**src/rtl/multicycle_control_if.sv**
```systemverilog
`default_nettype none
// ============================================================================
// multicycle_control_if : opcode/handshake inputs and datapath controls for
//                         the multicycle MIPS main control FSM
// Revision 1.0
// ============================================================================
interface multicycle_control_if #(
  parameter int CNT_W = 16
);
  logic [5:0]       Op;
  logic [5:0]       Funct;
  logic             MemReady;
  logic             PCWrite;
  logic             PCWriteCond;
  logic             IorD;
  logic             MemRead;
  logic             MemWrite;
  logic             IRWrite;
  logic             MemtoReg;
  logic             RegDst;
  logic             RegWrite;
  logic             ALUSrcA;
  logic [1:0]       ALUSrcB;
  logic [1:0]       ALUOp;
  logic [1:0]       PCSource;
  logic [3:0]       State;
  logic             IllegalOp;
  logic [CNT_W-1:0] InstrCount;

  modport master (
    input  Op, Funct, MemReady,
    output PCWrite, PCWriteCond, IorD, MemRead, MemWrite, IRWrite,
           MemtoReg, RegDst, RegWrite, ALUSrcA, ALUSrcB, ALUOp, PCSource,
           State, IllegalOp, InstrCount
  );

  modport slave (
    output Op, Funct, MemReady,
    input  PCWrite, PCWriteCond, IorD, MemRead, MemWrite, IRWrite,
           MemtoReg, RegDst, RegWrite, ALUSrcA, ALUSrcB, ALUOp, PCSource,
           State, IllegalOp, InstrCount
  );
endinterface
`default_nettype wire

```
**src/rtl/multicycle_control.sv**
```systemverilog
`default_nettype none
// ============================================================================
// multicycle_control : Moore main-control FSM for the multicycle MIPS
//                      datapath. Define MC_ADDI_EN to support addi.
// Revision 1.0
// ============================================================================
module multicycle_control #(
  parameter int CNT_W = 16
) (
  input  logic                 clk,
  input  logic                 reset,
  multicycle_control_if.master bus
);

  typedef enum logic [3:0] {
    S_FETCH  = 4'd0,
    S_DECODE = 4'd1,
    S_MEMADR = 4'd2,
    S_MEMRD  = 4'd3,
    S_MEMWB  = 4'd4,
    S_MEMWR  = 4'd5,
    S_EXEC   = 4'd6,
    S_RWB    = 4'd7,
    S_BRANCH = 4'd8,
    S_JUMP   = 4'd9,
    S_ADDIEX = 4'd10,
    S_ADDIWB = 4'd11
  } state_t;

  localparam logic [5:0] OP_RTYPE = 6'b000000;
  localparam logic [5:0] OP_LW    = 6'b100011;
  localparam logic [5:0] OP_SW    = 6'b101011;
  localparam logic [5:0] OP_BEQ   = 6'b000100;
  localparam logic [5:0] OP_J     = 6'b000010;
`ifdef MC_ADDI_EN
  localparam logic [5:0] OP_ADDI  = 6'b001000;
`endif

  state_t           state_q, state_d;
  logic             illegal_op_q, illegal_op_d;
  logic [CNT_W-1:0] instr_count_q, instr_count_d;
  logic             retire;

  // Next state; retire marks every transition that completes an instruction.
  always_comb begin
    state_d      = S_FETCH;
    retire       = 1'b0;
    illegal_op_d = 1'b0;
    case (state_q)
      S_FETCH:  state_d = bus.MemReady ? S_DECODE : S_FETCH;
      S_DECODE: begin
        case (bus.Op)
          OP_LW, OP_SW: state_d = S_MEMADR;
          OP_RTYPE: begin
            if (bus.Funct != 6'd0) begin
              state_d = S_EXEC;
            end else begin
              state_d = S_FETCH;
              retire  = 1'b1;
            end
          end
          OP_BEQ:  state_d = S_BRANCH;
          OP_J:    state_d = S_JUMP;
`ifdef MC_ADDI_EN
          OP_ADDI: state_d = S_ADDIEX;
`endif
          default: illegal_op_d = 1'b1;
        endcase
      end
      S_MEMADR: state_d = (bus.Op == OP_LW) ? S_MEMRD : S_MEMWR;
      S_MEMRD:  state_d = bus.MemReady ? S_MEMWB : S_MEMRD;
      S_MEMWB:  retire  = 1'b1;
      S_MEMWR: begin
        if (bus.MemReady) begin
          retire = 1'b1;
        end else begin
          state_d = S_MEMWR;
        end
      end
      S_EXEC:   state_d = S_RWB;
      S_RWB:    retire  = 1'b1;
      S_BRANCH: retire  = 1'b1;
      S_JUMP:   retire  = 1'b1;
`ifdef MC_ADDI_EN
      S_ADDIEX: state_d = S_ADDIWB;
      S_ADDIWB: retire  = 1'b1;
`endif
      default:  state_d = S_FETCH;
    endcase
    instr_count_d = retire ? instr_count_q + {{(CNT_W-1){1'b0}}, 1'b1}
                           : instr_count_q;
  end

  always_ff @(posedge clk or posedge reset) begin
    if (reset) begin
      state_q       <= S_FETCH;
      illegal_op_q  <= 1'b0;
      instr_count_q <= '0;
    end else begin
      state_q       <= state_d;
      illegal_op_q  <= illegal_op_d;
      instr_count_q <= instr_count_d;
    end
  end

  // Control outputs decode the state register only (plus MemReady in FETCH).
  always_comb begin
    bus.PCWrite     = 1'b0;
    bus.PCWriteCond = 1'b0;
    bus.IorD        = 1'b0;
    bus.MemRead     = 1'b0;
    bus.MemWrite    = 1'b0;
    bus.IRWrite     = 1'b0;
    bus.MemtoReg    = 1'b0;
    bus.RegDst      = 1'b0;
    bus.RegWrite    = 1'b0;
    bus.ALUSrcA     = 1'b0;
    bus.ALUSrcB     = 2'b00;
    bus.ALUOp       = 2'b00;
    bus.PCSource    = 2'b00;
    case (state_q)
      S_FETCH: begin
        bus.MemRead = 1'b1;
        bus.ALUSrcB = 2'b01;
        bus.IRWrite = bus.MemReady;
        bus.PCWrite = bus.MemReady;
      end
      S_DECODE: bus.ALUSrcB = 2'b11;
      S_MEMADR: begin
        bus.ALUSrcA = 1'b1;
        bus.ALUSrcB = 2'b10;
      end
      S_MEMRD: begin
        bus.IorD    = 1'b1;
        bus.MemRead = 1'b1;
      end
      S_MEMWB: begin
        bus.MemtoReg = 1'b1;
        bus.RegWrite = 1'b1;
      end
      S_MEMWR: begin
        bus.IorD     = 1'b1;
        bus.MemWrite = 1'b1;
      end
      S_EXEC: begin
        bus.ALUSrcA = 1'b1;
        bus.ALUOp   = 2'b10;
      end
      S_RWB: begin
        bus.RegDst   = 1'b1;
        bus.RegWrite = 1'b1;
      end
      S_BRANCH: begin
        bus.ALUSrcA     = 1'b1;
        bus.ALUOp       = 2'b01;
        bus.PCWriteCond = 1'b1;
        bus.PCSource    = 2'b01;
      end
      S_JUMP: begin
        bus.PCWrite  = 1'b1;
        bus.PCSource = 2'b10;
      end
`ifdef MC_ADDI_EN
      S_ADDIEX: begin
        bus.ALUSrcA = 1'b1;
        bus.ALUSrcB = 2'b10;
      end
      S_ADDIWB: bus.RegWrite = 1'b1;
`endif
      default: ;
    endcase
  end

  assign bus.State      = state_q;
  assign bus.IllegalOp  = illegal_op_q;
  assign bus.InstrCount = instr_count_q;

endmodule
`default_nettype wire

```
**src/flat_wrapper.sv**
```systemverilog
// flat-port wrapper written by rule: the top's interface ports become plain ports
module multicycle_control_flat 
#(
  parameter int CNT_W = 16
)
  (clk, reset, bus_Op, bus_Funct, bus_MemReady, bus_PCWrite, bus_PCWriteCond, bus_IorD, bus_MemRead, bus_MemWrite, bus_IRWrite, bus_MemtoReg, bus_RegDst, bus_RegWrite, bus_ALUSrcA, bus_ALUSrcB, bus_ALUOp, bus_PCSource, bus_State, bus_IllegalOp, bus_InstrCount);
  multicycle_control_if #(.CNT_W(CNT_W)) bus_i ();
  input  logic clk;
  input  logic reset;
  input wire logic [$bits(bus_i.Op)-1:0] bus_Op;
  input wire logic [$bits(bus_i.Funct)-1:0] bus_Funct;
  input wire logic [$bits(bus_i.MemReady)-1:0] bus_MemReady;
  output wire logic [$bits(bus_i.PCWrite)-1:0] bus_PCWrite;
  output wire logic [$bits(bus_i.PCWriteCond)-1:0] bus_PCWriteCond;
  output wire logic [$bits(bus_i.IorD)-1:0] bus_IorD;
  output wire logic [$bits(bus_i.MemRead)-1:0] bus_MemRead;
  output wire logic [$bits(bus_i.MemWrite)-1:0] bus_MemWrite;
  output wire logic [$bits(bus_i.IRWrite)-1:0] bus_IRWrite;
  output wire logic [$bits(bus_i.MemtoReg)-1:0] bus_MemtoReg;
  output wire logic [$bits(bus_i.RegDst)-1:0] bus_RegDst;
  output wire logic [$bits(bus_i.RegWrite)-1:0] bus_RegWrite;
  output wire logic [$bits(bus_i.ALUSrcA)-1:0] bus_ALUSrcA;
  output wire logic [$bits(bus_i.ALUSrcB)-1:0] bus_ALUSrcB;
  output wire logic [$bits(bus_i.ALUOp)-1:0] bus_ALUOp;
  output wire logic [$bits(bus_i.PCSource)-1:0] bus_PCSource;
  output wire logic [$bits(bus_i.State)-1:0] bus_State;
  output wire logic [$bits(bus_i.IllegalOp)-1:0] bus_IllegalOp;
  output wire logic [$bits(bus_i.InstrCount)-1:0] bus_InstrCount;
  assign bus_i.Op = bus_Op;
  assign bus_i.Funct = bus_Funct;
  assign bus_i.MemReady = bus_MemReady;
  assign bus_PCWrite = bus_i.PCWrite;
  assign bus_PCWriteCond = bus_i.PCWriteCond;
  assign bus_IorD = bus_i.IorD;
  assign bus_MemRead = bus_i.MemRead;
  assign bus_MemWrite = bus_i.MemWrite;
  assign bus_IRWrite = bus_i.IRWrite;
  assign bus_MemtoReg = bus_i.MemtoReg;
  assign bus_RegDst = bus_i.RegDst;
  assign bus_RegWrite = bus_i.RegWrite;
  assign bus_ALUSrcA = bus_i.ALUSrcA;
  assign bus_ALUSrcB = bus_i.ALUSrcB;
  assign bus_ALUOp = bus_i.ALUOp;
  assign bus_PCSource = bus_i.PCSource;
  assign bus_State = bus_i.State;
  assign bus_IllegalOp = bus_i.IllegalOp;
  assign bus_InstrCount = bus_i.InstrCount;
  multicycle_control #(.CNT_W(CNT_W)) u_core (.clk(clk), .reset(reset), .bus(bus_i));
endmodule
```
**config.mk**
```make
export PLATFORM = sky130hd
export DESIGN_NAME = multicycle_control_flat
export DESIGN_NICKNAME = d
export VERILOG_FILES = /design/src/rtl/multicycle_control_if.sv /design/src/rtl/multicycle_control.sv /design/src/flat_wrapper.sv
export SDC_FILE = /design/constraint.sdc
export NUM_CORES = 1
export LEC_CHECK = 0
export CAP_MARGIN = 20
export CORE_UTILIZATION = 40
export DETAILED_ROUTE_END_ITERATION = 8
export GPL_ROUTABILITY_DRIVEN = 0
export GPL_TIMING_DRIVEN = 1
export PLACE_DENSITY_LB_ADDON = 0.3
export SKIP_LAST_GASP = 1
export SYNTH_ARGS = -nofsm -noshare
export SYNTH_HDL_FRONTEND = slang
export SYNTH_SLANG_ARGS = --single-unit
```
**constraint.sdc**
```tcl
create_clock -name clk -period 3.6 [get_ports clk]
set_input_delay 0.72 -clock clk [delete_from_list [all_inputs] [get_ports clk]]
set_output_delay 0.72 -clock clk [all_outputs]
set_load 0.05 [all_outputs]
```
== After elaboration in Yosys (flattened, before gate mapping) ==
Index checks and enable logic that the tools add are counted.

* Flip-flop bits (word level): 21
* Bits in latches: 0
* RAM bits: 0
* ROM bits: 0
* Output and inout bits: 37
* Logic and storage cells: 53
* Memories kept: 0

* $add $sub $neg: 1
* Multipliers: 0
* Div/mod/pow operators: 0
* Magnitude comparators: 0
* Equal/unequal tests: 13
* Shift operators: 0
* Mux-type cells: 26
* Bitwise gates (word level): 0
* Reductions and logical operators: 10

{| class="wikitable"
|+ Operators with widths
! operator !! number
|-
| case mux 4 bit (6 select lines) || 1
|-
| adder 16 x 1 -> 16 bit (second input constant) || 1
|-
| equality test 4 x 3 -> 1 bit (second input constant) || 4
|-
| case mux 4 bit (4 select lines) || 1
|-
| two-way mux 1 bit || 15
|-
| equality test 6 bit (second input constant) || 2
|-
| two-way mux 3 bit || 4
|-
| equality test 4 x 2 -> 1 bit (second input constant) || 2
|-
| equality test 4 bit (second input constant) || 2
|-
| case mux 2 bit (2 select lines) || 2
|-
| OR reduction 2 bit || 4
|-
| equality test 6 x 2 -> 1 bit (second input constant) || 1
|-
| equality test 6 x 3 -> 1 bit (second input constant) || 1
|-
| logical NOT 6 bit || 1
|-
| case mux 2 bit (3 select lines) || 1
|-
| nonzero test 6 bit || 1
|-
| OR reduction 5 bit || 1
|-
| equality test 4 x 1 -> 1 bit (second input constant) || 1
|-
| logical NOT 4 bit || 1
|-
| OR reduction 4 bit || 1
|-
| case mux 1 bit (3 select lines) || 1
|-
| OR reduction 3 bit || 1
|-
| case mux 1 bit (2 select lines) || 1
|}

== Logic depth before layout (Yosys ltp) ==
Gate-level depths: netlist of run 1.

* Word-level depth: 4
* Mapped depth: 7
* Mapped depth without buffers: 5

== Worst setup path after synthesis of run 1 ==
No wires, ideal clock.

* Path type: flip-flop to output port
* Start: reg u_core.state_q[3], in the netlist u_core.bus.State[3]
* End: out bus_PCWrite
* Arrival: 2515 ps
* Data required time: 2880 ps
* Slack: 365 ps
* Stages on the path, launching flop included: 6
* Cells stage by stage: dfrtp_1 > buf_2 > nor2_1 > nand2_1 > nor3_1 > or2_2

* Word-level cells in the longest chain between the ends: 2
* Elaborated cells between the ends (all ways): 3

{| class="wikitable"
|+ Ends and longest elaborated chain
! item !! RTL line !! source
|-
| from (decl) || multicycle_control.sv:39 || <nowiki>state_t state_q, state_d;</nowiki>
|-
| from (signal assigned) || multicycle_control.sv:100 || <nowiki>state_q <= state_d;</nowiki>
|-
| equality test 4 bit or logical NOT 4 bit (tied branches) || multicycle_control.sv:121 || <nowiki>case (state_q)</nowiki>
|-
| case mux 1 bit (2 select lines) * || multicycle_control.sv:121 ||
|-
| to (decl) || flat_wrapper.sv:13 || <nowiki>output wire logic [$bits(bus_i.PCWrite)-1:0] bus_PCWrite;</nowiki>
|}

Every way passes the cells marked *; elsewhere a longest branch is shown, timed or not.

== Final worst setup path of run 1 ==
* Start: in bus_MemReady
* End: out bus_PCWrite

* Word-level cells in the longest chain between the ends: 1

{| class="wikitable"
|+ Ends and longest elaborated chain
! item !! RTL line !! source
|-
| from (decl) || flat_wrapper.sv:12 || <nowiki>input wire logic [$bits(bus_i.MemReady)-1:0] bus_MemReady;</nowiki>
|-
| case mux 1 bit (2 select lines) || multicycle_control.sv:121 ||
|}

No other way between the ends.

==> reports/metrics.json, run 1 <==
{
  "drt": {
    "via_per_inst": 5.288,
    "antenna_violating_nets_post_route": 0,
    "detail_route.drc_violations": 0,
    "wire_per_inst_um": 13.64,
    "dr.first_iter.drc_count": 37,
    "total_wirelength_of_the_detailed_routed_design_um": 3220,
    "dr.pass1.iters": 4,
    "total_number_of_vias": 1248
  },
  "pwr": {
    "cellLeakagePower_nw": 0.6924,
    "power.ir.vdd_worst_mv": 0.1594,
    "power_mw": 0.7114,
    "power.density_cell_area_mw_per_mm2": 375.0
  },
  "timing": {
    "slew_viol_final": 0,
    "fin_skew_ns": 0.006165,
    "maxSlewHeadroom_pct": 48.23,
    "hold_viol_final": 0,
    "final.period_utilization_pct": 89.95,
    "postLayoutSetupSlackWorst_ns": 0.3619,
    "timing.final.setup_violations": 0,
    "rsz0062_at_grt": "false",
    "worstMarginPinSlew_ns": 0.7756,
    "achievable-frequency_ghz": 0.3088,
    "min_period_ns": 3.238,
    "fin_tns_setup_ns": 0
  },
  "setup_path": {
    "critical_path.startpoint_type": "input pin",
    "critical_path_class": "input pin to primary output",
    "worstPathMaxFanout": 6,
    "endpoint_kind": "primary output",
    "worst_ep_required_time_ns": 2.88,
    "critPathArrivalTime_ns": 2.52
  },
  "global_route": {
    "number_of_global_route_vias_before_repair": 1188,
    "globalRouteMet1Util_pct": 23.83,
    "grt_met3_usage_pct": 2.559,
    "groute.usage.overall_pct": 19.57,
    "global_route.overflow_total": 0,
    "largest_net_degree_at_the_start_of_global_routing": 22,
    "wire_length_of_the_first_global_routing_pass_um": 5402,
    "antenna_found_initial": 0,
    "gr-max-usage-layer": "met2",
    "grt.met2_usage_pct": 35.01
  },
  "placement": {
    "dp_slack_ns": 0.3650,
    "placed_instance_area_mm2": 0.001871,
    "io_buffers": 51,
    "place_hpwl_um": 2393
  },
  "run_status": {
    "run_status": "finished, final reports clean"
  },
  "clock_network": {
    "clock_sinks": 21,
    "cts.clk_slew.worst_paths_ns": 0.11,
    "clock_tree.buffer_depth": 2,
    "clk_latency_ns": 0.30,
    "cts.repair_timing.setup_buffer_count": 0,
    "clockRootBuffer": "sky130_fd_sc_hd__clkbuf_4",
    "cts-resized-gates": 0,
    "post_cts_hold_buffer_count": 0,
    "h-tree-depth": 1,
    "tritoncts_clock_tree": "yes",
    "tritoncts_buffer_count": 3
  },
  "synthesis": {
    "avg_cell_area_syn_um2": 9.462,
    "mappedNetlistNets": 160,
    "post_synth_edffs": 0,
    "synth_area_mm2": 0.001363,
    "synth.lib_cells_used.distinct": 38,
    "synthesis.yosys.warnings": 0,
    "ys_seq_area_share_pct": 38.57,
    "ys_seq_elements": 21,
    "fraction_of_registers_with_async_set_or_reset_after_synthesis_pct": 100.0,
    "synth_cells": 144,
    "yosys_most_used_dff": "sky130_fd_sc_hd__dfrtp_1"
  },
  "floorplan": {
    "floorplan.die.height_um": 60.37,
    "placementRows": 20,
    "floorplan.die_area_mm2": 0.003644,
    "initial_core_utilization_pct": 43.21,
    "boundaryPins": 52,
    "overall_die_width_um": 60.37,
    "fp.coreArea_mm2": 0.003153
  },
  "finish": {
    "insertedDiodeCount": 0,
    "finalInstanceArea_mm2": 0.001897,
    "area.growth.synth_to_final_pct": 39.21,
    "layout.nets": 209,
    "mostFrequentLayoutCells": "sky130_fd_sc_hd__clkdlybuf4s50_1 (51), sky130_fd_sc_hd__dfrtp_1 (21), sky130_fd_sc_hd__xnor2_1 (15), sky130_fd_sc_hd__nand2_1 (11), sky130_fd_sc_hd__o21ai_2 (10)",
    "layout.cells.most_common": "sky130_fd_sc_hd__clkdlybuf4s50_1",
    "layout.area.seq_um2": 525.5,
    "post_route_cells_drive_above_1_share_pct": 11.98,
    "filler_cell_count": 299,
    "multi_input_comb_area_um2": 745.7,
    "post-route-util_pct": 60.16
  },
  "run": {
    "cap_viol_max_count": 0
  },
  "hold_path": {
    "worstHoldPathType": "flip-flop to flip-flop"
  }
}
routing by layer:
layer | up-vias | wire length [um]
met2 | 41 | 1594
met5 | - | 0
met3 | 4 | 138
met4 | 0 | 42
met1 | 586 | 1444
li1 | 617 | -
cells by family (layout without fill, tap and decap cells):
kind of cell	count (synthesis)	after routing	share of synthesized area, %
xor gates and xnor gates	16	16	10.29
AOI/OAI and AO/OA	27	27	15.89
and+or+nand+nor	63	63	25.99
DFF	21	21	38.57
adders and majority gates	1	1	0.9181
muxes	2	2	1.653
buffers and inverters	14	62	6.704
final cells by class:
type                    instances  share of cell area (%)
multi-input cells             109                   39.31
flip-flops and latches         21                   27.70
inverters                       5                  0.9894
repair buffers                 53                   27.70
clock buffers                   4                   1.385
well taps                      44                   2.902
worst paths after layout:
path	from	to	slack, ns	cells past startpoint
max	bus_MemReady	bus_PCWrite	0.36	5
min	u_core.bus.InstrCount[15]	u_core.bus.InstrCount[15]	0.47	1
max reg2reg	u_core.bus.State[3]	u_core.bus.InstrCount[9]	1.49	5
min reg2reg	u_core.bus.InstrCount[15]	u_core.bus.InstrCount[15]	0.47	1
max in group asynchronous	reset	u_core.bus.InstrCount[3]	2.26	2
min in group asynchronous	reset	u_core.bus.State[0]	0.85	2
sequential cells by signal, indices dropped and copies added (netlist names):
signal and flops:
u_core.bus.State 4, u_core.bus.IllegalOp 1, u_core.bus.InstrCount 16
Yosys cell counts (2+ instances only):
cell / instances / share of area, %
sky130_fd_sc_hd__nand4_1: 3 / 1.4
sky130_fd_sc_hd__a21oi_1: 5 / 1.8
sky130_fd_sc_hd__buf_2: 2 / 0.73
sky130_fd_sc_hd__inv_1: 5 / 1.4
sky130_fd_sc_hd__o21ai_0: 2 / 0.73
sky130_fd_sc_hd__nand2b_1: 7 / 3.2
sky130_fd_sc_hd__nand2_1: 11 / 3.0
sky130_fd_sc_hd__or2_2: 4 / 1.8
sky130_fd_sc_hd__nor4_1: 9 / 4.1
sky130_fd_sc_hd__clkbuf_1: 2 / 0.55
sky130_fd_sc_hd__buf_6: 2 / 1.7
sky130_fd_sc_hd__xnor2_1: 15 / 9.6
sky130_fd_sc_hd__and3_1: 2 / 0.92
sky130_fd_sc_hd__nor2_1: 9 / 2.5
sky130_fd_sc_hd__nand3_1: 3 / 1.1
sky130_fd_sc_hd__dfrtp_1: 21 / 39
sky130_fd_sc_hd__mux2_2: 2 / 1.7
sky130_fd_sc_hd__nor3_1: 7 / 2.6
sky130_fd_sc_hd__o2111ai_1: 4 / 2.6
sky130_fd_sc_hd__nor4b_1: 2 / 1.3
sky130_fd_sc_hd__o21ai_2: 10 / 6.4
worst max-delay path, stage by stage:
cell and delay (ns):
sky130_fd_sc_hd__clkdlybuf4s50_1 0.57, sky130_fd_sc_hd__nand2_1 0.08, sky130_fd_sc_hd__nor3_1 0.20, sky130_fd_sc_hd__or2_2 0.15, sky130_fd_sc_hd__clkdlybuf4s50_1 0.79
report_power, final:
group          internal (mW)  leakage [nW]  switching, mW
logic                  0.108         0.394          0.187
clock network         0.0432        0.0150         0.0683
registers              0.262         0.283         0.0428
total                  0.413         0.692          0.298
per-stage QoR:
stage | std cells | hold WS, ns
2_1_floorplan | 144 | 0.6965
3_3_place_gp | 232 | 0.4608
3_5_place_dp | 232 | 0.4669
4_1_cts | 236 | 0.4833
5_1_grt | 236 | 0.5156
6_report | 236 | 0.4744
Note: power is estimated with default switching activity, not from simulation.
==> run 2: changes to the inputs <==
--- a/config.mk
+++ b/config.mk
@@ -6,11 +6,13 @@
 export NUM_CORES = 1
 export LEC_CHECK = 0
 export CAP_MARGIN = 20
-export CORE_UTILIZATION = 40
+export CELL_PAD_IN_SITES_DETAIL_PLACEMENT = 0
+export CELL_PAD_IN_SITES_GLOBAL_PLACEMENT = 1
+export CORE_UTILIZATION = 34
 export DETAILED_ROUTE_END_ITERATION = 8
 export GPL_ROUTABILITY_DRIVEN = 0
 export GPL_TIMING_DRIVEN = 1
-export PLACE_DENSITY_LB_ADDON = 0.3
+export PLACE_DENSITY_LB_ADDON = 0.15
 export SKIP_LAST_GASP = 1
 export SYNTH_ARGS = -nofsm -noshare
 export SYNTH_HDL_FRONTEND = slang
==> run 2 against run 1 <==
Against the previous run: routed wire length increased by 2.8%; clock skew decreased by 0.0047 ns; first-iteration DRC count increased to 2.5 times the previous value; critical path depth unchanged; via count increased by 1.0%; cell area increased by 1.3%; hold slack improved by 0.011 ns; sequential cell count unchanged; critical path type unchanged; largest cell class unchanged.
==> reports/metrics.json, run 2 (same netlist as run 1, synthesis figures left out) <==
{
  "clock_network": {
    "cts-resized-gates": 0,
    "clk_latency_ns": 0.26,
    "clock_tree.buffer_depth": 2,
    "tritoncts_clock_tree": "yes",
    "cts.clk_slew.worst_paths_ns": 0.08,
    "cts.repair_timing.setup_buffer_count": 0,
    "clock_sinks": 21,
    "post_cts_hold_buffer_count": 0,
    "tritoncts_buffer_count": 3,
    "clockRootBuffer": "sky130_fd_sc_hd__clkbuf_8",
    "h-tree-depth": 1
  },
  "setup_path": {
    "cpPeakStageDelay_ns": 0.79,
    "register_to_register_path_depth": 5,
    "endpoint_kind": "primary output",
    "critical_path.startpoint_type": "input pin",
    "critPathArrivalTime_ns": 2.49,
    "reg2reg_setup_slack_ns": 1.50,
    "worstPathMaxFanout": 6,
    "cell_occurring_most_often_along_the_worst_timing_path": "sky130_fd_sc_hd__clkdlybuf4s50_1",
    "critical_path_class": "input pin to primary output",
    "crit_path_top_delay_cell": "sky130_fd_sc_hd__clkdlybuf4s50_1",
    "worst_ep_required_time_ns": 2.88,
    "path_cells": "clkdlybuf4s50_1, nand2_1, nor3_1, or2_2, clkdlybuf4s50_1"
  },
  "timing": {
    "postLayoutSetupSlackWorst_ns": 0.3918,
    "fin_tns_setup_ns": 0,
    "slew_viol_final": 0,
    "fin_skew_ns": 0.001429,
    "worstMarginPinSlew_ns": 0.8091,
    "min_period_ns": 3.208,
    "hold_viol_final": 0,
    "maxSlewHeadroom_pct": 46.00,
    "achievable-frequency_ghz": 0.3117,
    "rsz0062_at_grt": "false",
    "final.period_utilization_pct": 89.12,
    "timing.final.setup_violations": 0
  },
  "placement": {
    "dp_slack_ns": 0.3876,
    "io_buffers": 51,
    "place_hpwl_um": 2421
  },
  "drt": {
    "dr.first_iter.drc_count": 93,
    "detail_route.drc_violations": 0,
    "dr.pass1.iters": 4,
    "total_number_of_vias": 1261,
    "antenna_violating_nets_post_route": 0,
    "total_wirelength_of_the_detailed_routed_design_um": 3309,
    "wire_per_inst_um": 13.79,
    "via_per_inst": 5.254
  },
  "finish": {
    "post_route_cells_drive_above_1_share_pct": 12.50,
    "insertedDiodeCount": 0,
    "layout.nets": 209,
    "mostFrequentLayoutCells": "sky130_fd_sc_hd__clkdlybuf4s50_1 (51), sky130_fd_sc_hd__dfrtp_1 (21), sky130_fd_sc_hd__xnor2_1 (15), sky130_fd_sc_hd__nand2_1 (11), sky130_fd_sc_hd__o21ai_2 (10)",
    "layout.cells.most_common": "sky130_fd_sc_hd__clkdlybuf4s50_1",
    "area.growth.synth_to_final_pct": 41.05,
    "largest_register_ff_count": 16
  },
  "hold_path": {
    "worstHoldPathType": "flip-flop to flip-flop",
    "whs_path_depth": 1
  },
  "pwr": {
    "intPower_mw": 0.4478,
    "sequentialPowerShare_pct": 40.4,
    "pwr-share-clk_pct": 20.4,
    "cellLeakagePower_nw": 0.7029,
    "p_sw_share_pct": 41.02,
    "power.ir.vdd_worst_mv": 0.1983,
    "netSwitchingPower_mw": 0.3114,
    "gate_power_share_pct": 39.2,
    "power.density_cell_area_mw_per_mm2": 395.1
  },
  "floorplan": {
    "fp.coreArea_mm2": 0.003744,
    "floorplan.die_area_mm2": 0.004265,
    "floorplan.die.height_um": 65.31,
    "boundaryPins": 52,
    "placementRows": 22,
    "overall_die_width_um": 65.31,
    "initial_core_utilization_pct": 36.40
  },
  "global_route": {
    "number_of_global_route_vias_before_repair": 1195,
    "antenna_found_initial": 0,
    "groute.usage.overall_pct": 16.70,
    "wire_length_of_the_first_global_routing_pass_um": 5582,
    "global_route.overflow_total": 0,
    "largest_net_degree_at_the_start_of_global_routing": 22
  },
  "run": {
    "cap_viol_max_count": 0
  },
  "run_status": {
    "run_status": "finished, final reports clean"
  }
}
[run 2: changes by cell type in the layout (fill, tap and decap cells not counted), sizes merged]
cell    previous run  this run
clkbuf             4         3
clkinv             0         1
[run 2: per-layer routing]
metal | vias up | track usage (%) | share of wire (%) | wire length [um]
li1 | 619 | - | - | -
met1 | 598 | 21.17 | 43 | 1434
met2 | 42 | 27.71 | 51 | 1675
met3 | 2 | 2.778 | 5.0 | 165
met4 | 0 | 7.337 | 1.0 | 34
met5 | - | 0 | 0 | 0
[run 2: final cells by class]
cell class	instances	area (um^2)
Timing Repair Buffer	53	525.5
Sequential cell	21	525.5
Clock inverter	1	5.005
Clock buffer	3	41.29
Tap cell	48	60.06
Multi-Input combinational cell	109	745.7
Fill cell	363	1822
Inverter	5	18.77
[run 2: power by group through the flow]
stage	Clock (mW)	Combinational, mW	Sequential [mW]
2_1_floorplan	0	0.106	0.392
3_3_place_gp	0	0.295	0.310
3_5_place_dp	0	0.300	0.311
4_1_cts	0.162	0.301	0.306
5_1_grt	0.172	0.312	0.315
6_report	0.155	0.297	0.307
[run 2: critical path: cells and delay by family]
kind	cells	cell delay [ns]
simple gates	3	0.40
buf+inv	2	1.37
[run 2: final timing paths]
kind,start,endpoint
setup / recovery,bus_MemReady,bus_PCWrite
min in group asynchronous,reset,u_core.bus.InstrCount[4]
setup reg to reg,u_core.bus.State[1],u_core.bus.InstrCount[1]
hold reg to reg,u_core.bus.InstrCount[15],u_core.bus.InstrCount[15]
max in group asynchronous,reset,u_core.bus.InstrCount[3]
hold / removal,u_core.bus.InstrCount[15],u_core.bus.InstrCount[15]
[run 2: per-stage QoR]
step	util, %	instance area [um^2]	hold WS (ns)	total power, mW	std cells
after CTS	51.34	1922	0.4854	0.7685	240
after detailed placement	50.10	1876	0.4745	0.6107	236
after floorplan	-	1363	0.6965	0.4985	144
final	51.34	1922	0.4850	0.7592	240
after global routing	51.34	1922	0.5057	0.7981	240
after global placement	50.10	1876	0.4591	0.6059	236
